===== src/rtl/jogo_memoria_uc.sv =====
// jogo_memoria_uc -- control unit (Moore FSM) for a 16-round memory/sequence game.
//
// The datapath keeps the stored sequence, a move-address counter (E), a
// sequence-length counter (S) and a register holding the last move (R). This
// unit sequences those resources and reports the outcome of the game.
//
// Parameters
//   TIMEOUT_CYCLES  clock cycles allowed per move (5000 = 5 s at 1 kHz)
//   TW              width of the timeout counter, 2**TW >= TIMEOUT_CYCLES
//
// Ports
//   clock       in   system clock, rising edge
//   reset       in   asynchronous reset, active low
//   jogar       in   start / restart request (level)
//   tem_jogada  in   one-cycle pulse: a button was pressed
//   igual       in   registered move matches the memory word
//   fimE        in   move address reached the current sequence length
//   fimS        in   current sequence length is the last one (16th)
//   zeraE/contaE, zeraS/contaS, zeraR/registraR   out  datapath controls
//   pronto, ganhou, perdeu, timeout               out  game status
//   db_estado   out  current state code (debug)
//
// Build option
//   JOGO_UC_TIMEOUT_EN  when defined, a per-move timeout counter and the
//                       fim_timeout end state are built; otherwise the unit
//                       waits indefinitely for each move and timeout stays 0.

module jogo_memoria_uc #(
  parameter int TIMEOUT_CYCLES = 5000,
  parameter int TW             = 13
) (
  input  logic       clock,
  input  logic       reset,
  input  logic       jogar,
  input  logic       tem_jogada,
  input  logic       igual,
  input  logic       fimE,
  input  logic       fimS,
  output logic       zeraE,
  output logic       contaE,
  output logic       zeraS,
  output logic       contaS,
  output logic       zeraR,
  output logic       registraR,
  output logic       pronto,
  output logic       ganhou,
  output logic       perdeu,
  output logic       timeout,
  output logic [3:0] db_estado
);

  // Reject a counter too narrow to reach the last timeout count.
  if ((TIMEOUT_CYCLES < 1) || ((64'd1 << TW) < 64'(TIMEOUT_CYCLES))) begin : g_bad_cfg
    $error("jogo_memoria_uc: TW too small for TIMEOUT_CYCLES");
  end

  typedef enum logic [3:0] {
    inicial        = 4'h0,
    preparacao     = 4'h1,
    inicio_rodada  = 4'h2,
    espera_jogada  = 4'h3,
    registra       = 4'h4,
    comparacao     = 4'h5,
    proxima_jogada = 4'h6,
    proxima_rodada = 4'h7,
    fim_ganhou     = 4'hA,
    fim_perdeu     = 4'hB,
    fim_timeout    = 4'hC
  } state_t;

  state_t state;
  state_t next;
  logic   expired;

`ifdef JOGO_UC_TIMEOUT_EN
  localparam logic [TW-1:0] T_LAST = TW'(TIMEOUT_CYCLES - 1);

  logic [TW-1:0] cnt;

  assign expired = (cnt == T_LAST);

  // Counts only while waiting for a move; saturates at the last count and is
  // held at zero in every other state, so each wait starts from zero.
  always_ff @(posedge clock or negedge reset) begin
    if (!reset) begin
      cnt <= '0;
    end else if (state == espera_jogada) begin
      if (!expired) cnt <= cnt + TW'(1);
    end else begin
      cnt <= '0;
    end
  end
`else
  assign expired = 1'b0;
`endif

  always_ff @(posedge clock or negedge reset) begin
    if (!reset) state <= inicial;
    else        state <= next;
  end

  always_comb begin
    next = inicial;
    case (state)
      inicial:        next = jogar ? preparacao : inicial;
      preparacao:     next = inicio_rodada;
      inicio_rodada:  next = espera_jogada;
      // A press in the expiry cycle still counts as a valid move.
      espera_jogada:  if (tem_jogada)   next = registra;
                      else if (expired) next = fim_timeout;
                      else              next = espera_jogada;
      registra:       next = comparacao;
      comparacao:     if (!igual)     next = fim_perdeu;
                      else if (!fimE) next = proxima_jogada;
                      else if (fimS)  next = fim_ganhou;
                      else            next = proxima_rodada;
      proxima_jogada: next = espera_jogada;
      proxima_rodada: next = inicio_rodada;
      fim_ganhou:     next = jogar ? preparacao : fim_ganhou;
      fim_perdeu:     next = jogar ? preparacao : fim_perdeu;
`ifdef JOGO_UC_TIMEOUT_EN
      fim_timeout:    next = jogar ? preparacao : fim_timeout;
`endif
      default:        next = inicial;
    endcase
  end

  // Outputs decode the current state only.
  always_comb begin
    zeraE     = 1'b0;
    contaE    = 1'b0;
    zeraS     = 1'b0;
    contaS    = 1'b0;
    zeraR     = 1'b0;
    registraR = 1'b0;
    pronto    = 1'b0;
    ganhou    = 1'b0;
    perdeu    = 1'b0;
    timeout   = 1'b0;
    case (state)
      preparacao:     begin zeraE = 1'b1; zeraS = 1'b1; zeraR = 1'b1; end
      inicio_rodada:  zeraE = 1'b1;
      registra:       registraR = 1'b1;
      proxima_jogada: contaE = 1'b1;
      proxima_rodada: contaS = 1'b1;
      fim_ganhou:     begin pronto = 1'b1; ganhou = 1'b1; end
      fim_perdeu:     begin pronto = 1'b1; perdeu = 1'b1; end
`ifdef JOGO_UC_TIMEOUT_EN
      fim_timeout:    begin pronto = 1'b1; timeout = 1'b1; end
`endif
      default:        ;
    endcase
  end

  assign db_estado = state;

endmodule


===== config.mk =====
export PLATFORM = sky130hd
export DESIGN_NAME = jogo_memoria_uc
export DESIGN_NICKNAME = d
export VERILOG_FILES = /design/src/rtl/jogo_memoria_uc.sv
export SDC_FILE = /design/constraint.sdc
export NUM_CORES = 1
export LEC_CHECK = 0
export BUFFER_PORTS_ARGS = -buffer_cell sky130_fd_sc_hd__buf_2
export CAP_MARGIN = 40
export CORE_AREA = 5 5 42 44
export CTS_CLUSTER_DIAMETER = 40
export DETAILED_ROUTE_END_ITERATION = 10
export DIE_AREA = 0 0 47 49
export RECOVER_POWER = 100
export SLEW_MARGIN = 20
export SYNTH_ARGS = -nofsm -noshare
export SYNTH_HDL_FRONTEND = slang
export SYNTH_SLANG_ARGS = --single-unit

===== constraint.sdc =====
create_clock -name clock -period 0.95 [get_ports clock]
set_input_delay 0.1425 -clock clock [delete_from_list [all_inputs] [get_ports clock]]
set_output_delay 0.1425 -clock clock [all_outputs]
set_load 0.02 [all_outputs]

Word-level counts from Yosys, hierarchy flattened
Index checks and enable logic that the tools add are counted. Widths: inputs -> output; s select.

Eq/ne operators: 9. Muxes and demuxes: 16. Reduce and logical (&&, ||, !) cells: 5.

Operators with widths (number): $pmux 4 s8 (1); $mux 4 (5); $eq 4x3->1 const B (4); $mux 1 (9); $eq 4x2->1 const B (2); $eq 4x4->1 const B (2); $reduce_or 2->1 (4); $eq 4x1->1 const B (1); $logic_not 4->1 (1); $mux 3 (1).

Register bits: 4. Input bits: 7. Output and inout port bits: 14. Logic and storage cells: 31.

Longest topological paths before layout
Depth in word-level cells: 4. Depth in mapped cells: 4. Gate-level depth less buffers: 3.

Least setup slack after synthesis
Ideal clock, no wire load.

Path type: register to output. Start point: reg state[1] (netlist: db_estado[1]). End point: out zeraS. Data arrival time: 1.462 ns. Path slack: -0.655 ns. Stages on the path, launching flop included: 4. Path buffers: 1. Cells stage by stage: dfrtp_1 nand2b_1 nor3_1 buf_4.

Word-level cells in the longest chain between the ends: 2.

RTL lines: from (decl) (line 71) `state_t state;`; from (signal assigned) (line 98) `if (!reset) state <= inicial;`; from (signal assigned) (line 99) `else state <= next;`; $eq 4x1->1; $mux 1; to (decl) (line 41) `output logic zeraS,`.

Every way passes these cells.

Worst setup path in the final report
Start point: reg state[2] (netlist: db_estado[2]). End point: out ganhou.

Word-level cells in the longest chain between the ends: 2.

RTL lines: $eq 4x4->1 (line 140) `case (state)`; $mux 1 (line 140); to (decl) (line 46) `output logic ganhou,`.

Every way passes these cells.

==> results_dict.tcl <==
set metrics [dict create \
    dp_hpwl_um 875.5 \
    die_area_mm2 0.002303 \
    final_cell_mix "buf_6 (26), buf_4 (10), buf_2 (5), dfrtp_2 (4), clkbuf_4 (3)" \
    final_common_cell "buf_6" \
    internal_power_w 0.001720 \
    r2r-start "db_estado[2]" \
    ys_warn_count 0 \
    critPathMaxFanout 4 \
    instances_no_fill 102 \
    holdCritStartpoint "jogar" \
    setup_viol 17 \
    postSynth.asyncResetShare_pct 100.0 \
    cpMaxStageDelayCell "dfrtp_2" \
    ioPinCount 21 \
    cp-start-kind "flip-flop" \
    syn_nets 52 \
    synthesis.area_um2 375.4 \
    fmax_mhz 759.8 \
    comb_power_share_pct 80.3 \
    hp-class "primary input to flip-flop" \
    setup_slack_ns -0.3662 \
    rows 14 \
    syn_area_per_cell_um2 8.341 \
    cts_inserted_buffers 3 \
    avgViaCountPerCell 4.804 \
    irDropWorstVdd_mv 1.798 \
    hold-worst-slack_ns 0.1363 \
    overflow 0 \
    final.period_utilization_pct 138.5 \
    die_w_um 47 \
    clkPwrFrac_pct 7.0 \
    dp.cells 87 \
    crit_start "db_estado[2]" \
    cts_tree "done" \
    synth-edff-count 0 \
    grt_max_degree 9 \
    numClockSinks 4 \
    largest_reg_flops 4 \
    portBuffers 19 \
    period_needed_ns 1.316 \
    critPathBufInv 1 \
    dp_slack_ns -0.2340 \
    p_leak_nw 0.4056 \
    h-tree-depth 1 \
    finalNetCount 95 \
    gpl.final_weighted_congestion 0.7443 \
    grt.total_usage_pct 11.26 \
    synthCells 45 \
    clock_path_buffers 2 \
    grt_pass1_vias 453 \
    drt_wl_total_um 1352 \
    finalClockSkew_ns 0.006790 \
    vias 490 \
    critical_path_class "flip-flop to output pin" \
    drc 0 \
    path_clk_slew_ns 0.04 \
    finalPower_w 0.002982 \
    max_stage_delay_ns 0.42 \
    synth_flop_cell "dfrtp_1" \
    worstPathRequired_ns 0.81 \
    violations "negative setup slack" \
    pwr-share-seq_pct 12.7 \
    n_antenna_cell 0 \
    grt_antenna_before_repair 0 \
    clkLatencyLatePin_ns 0.24 \
    final_area_um2 907.1 \
    cpLargestDelayFamily "flip-flops" \
    drive_above_1_share_pct 77.91 \
    grt_pass1_wl_um 1890 \
    drt_iter0_markers 2 \
    post_drt_wl_per_cell_um 13.25 \
    drtPass1Iterations 2 \
    core_mm2 0.001401 \
    antenna_left 0 \
    synth_seq_area_share_pct 26.67 \
    swShare_pct 42.33 \
    finalMaxSlewViolations 0 \
    pwr_density_cell_mw_per_mm2 3287 \
    maxCapViolCount 0 \
    p_switching_w 0.001262 \
    place_area_um2 631.9 \
    path_cells "nand3b_1, nor2_4, buf_6" \
    critical_path_arrival_ns 1.17 \
    die_h_um 49 \
    cts_root_buffer "clkbuf_4" \
    end_kind "output pin" \
    rsz0062_at_grt "yes" \
    hold_viol 0 \
    start_util_pct 26.79 \
    ys_ff_latch 4 \
    synthToLayoutAreaGrowth_pct 141.7 \
    status "finished with violations" \
    synth.distinct_cells 25 \
]
==> stage by stage <==
stage	utilization [%]	setup TNS [ns]
4_1_cts	61.34	-4.904
3_5_place_dp	45.09	-2.141
6_report	64.73	-4.944
5_1_grt	64.73	-5.722
3_3_place_gp	45.09	-1.861
2_1_floorplan	-	-2.548
==> area by class of cell <==
cell class / count / area [µm²]
Clock buffer: 3 / 22.52
Fill cell: 125 / 494.2
Inverter: 2 / 7.507
Multi-Input combinational cell: 33 / 325.3
Sequential cell: 4 / 105.1
Tap cell: 16 / 20.02
Timing Repair Buffer: 44 / 426.7
==> power groups by stage <==
stage / Combinational (W) / Sequential (W) / Clock [W]
after floorplan: 0.00102 / 0.000427 / 0
after global placement: 0.00157 / 0.000368 / 0
after detailed placement: 0.00160 / 0.000373 / 0
after CTS: 0.00221 / 0.000369 / 0.000217
after global routing: 0.00252 / 0.000394 / 0.000235
final: 0.00240 / 0.000378 / 0.000209
==> cell usage after synthesis (2+ instances only) <==
library cell | count | area share, %
nor3b_1 | 2 | 4.0
a21oi_1 | 2 | 2.7
nand2b_1 | 3 | 5.0
inv_1 | 2 | 2.0
nor2_1 | 4 | 4.0
buf_4 | 5 | 10
nor3_1 | 3 | 4.0
dfrtp_1 | 4 | 27
o21ai_0 | 4 | 5.3
==> cell families (layout without fill, tap and decap cells) <==
family / Yosys count / in the layout / share of synthesized area, %
AO/OA/AOI/OAI: 11 / 11 / 19.00
XOR/XNOR: 1 / 1 / 2.334
buffers and inverters: 8 / 49 / 15.00
flip-flops: 4 / 4 / 26.67
other: 1 / 1 / 0.9990
AND/OR/NAND/NOR: 20 / 20 / 36.00
==> routing by layer <==
metal	vias up	GRT usage (%)	part of all wire (%)
met2	14	20.14	61
met5	-	0	0
met4	0	2.765	0
met3	0	3.321	4.4
met1	239	12.30	35
li1	237	-	-
==> path summary, 6_finish.rpt <==
check                                    end  slack (ns)  depth (start not counted)
worst max register to register  db_estado[0]       -0.28                          6
worst max-delay path                  ganhou       -0.37                          3
max in group asynchronous       db_estado[1]        0.47                          2
worst min register to register  db_estado[2]        0.71                          3
min in group asynchronous       db_estado[0]        0.28                          2
worst min-delay path            db_estado[3]        0.14                          2
==> worst reg2reg max path, cell delays in order (launching register included) <==
cell and delay [ns]:
dfrtp_2 0.42, buf_6 0.13, nand2b_4 0.12, buf_6 0.12, buf_6 0.09, a211oi_2 0.04, a211o_1 0.22
==> timing repair <==
action,CTS,global route
gates cloned,0,0
endpoints found under the hold margin,4,0
setup endpoints to repair,17,17
buffers inserted,10,4
resized for setup,39,9
hold buffers,1,0
pin swaps,5,5
(Power assumes the default switching activity.)
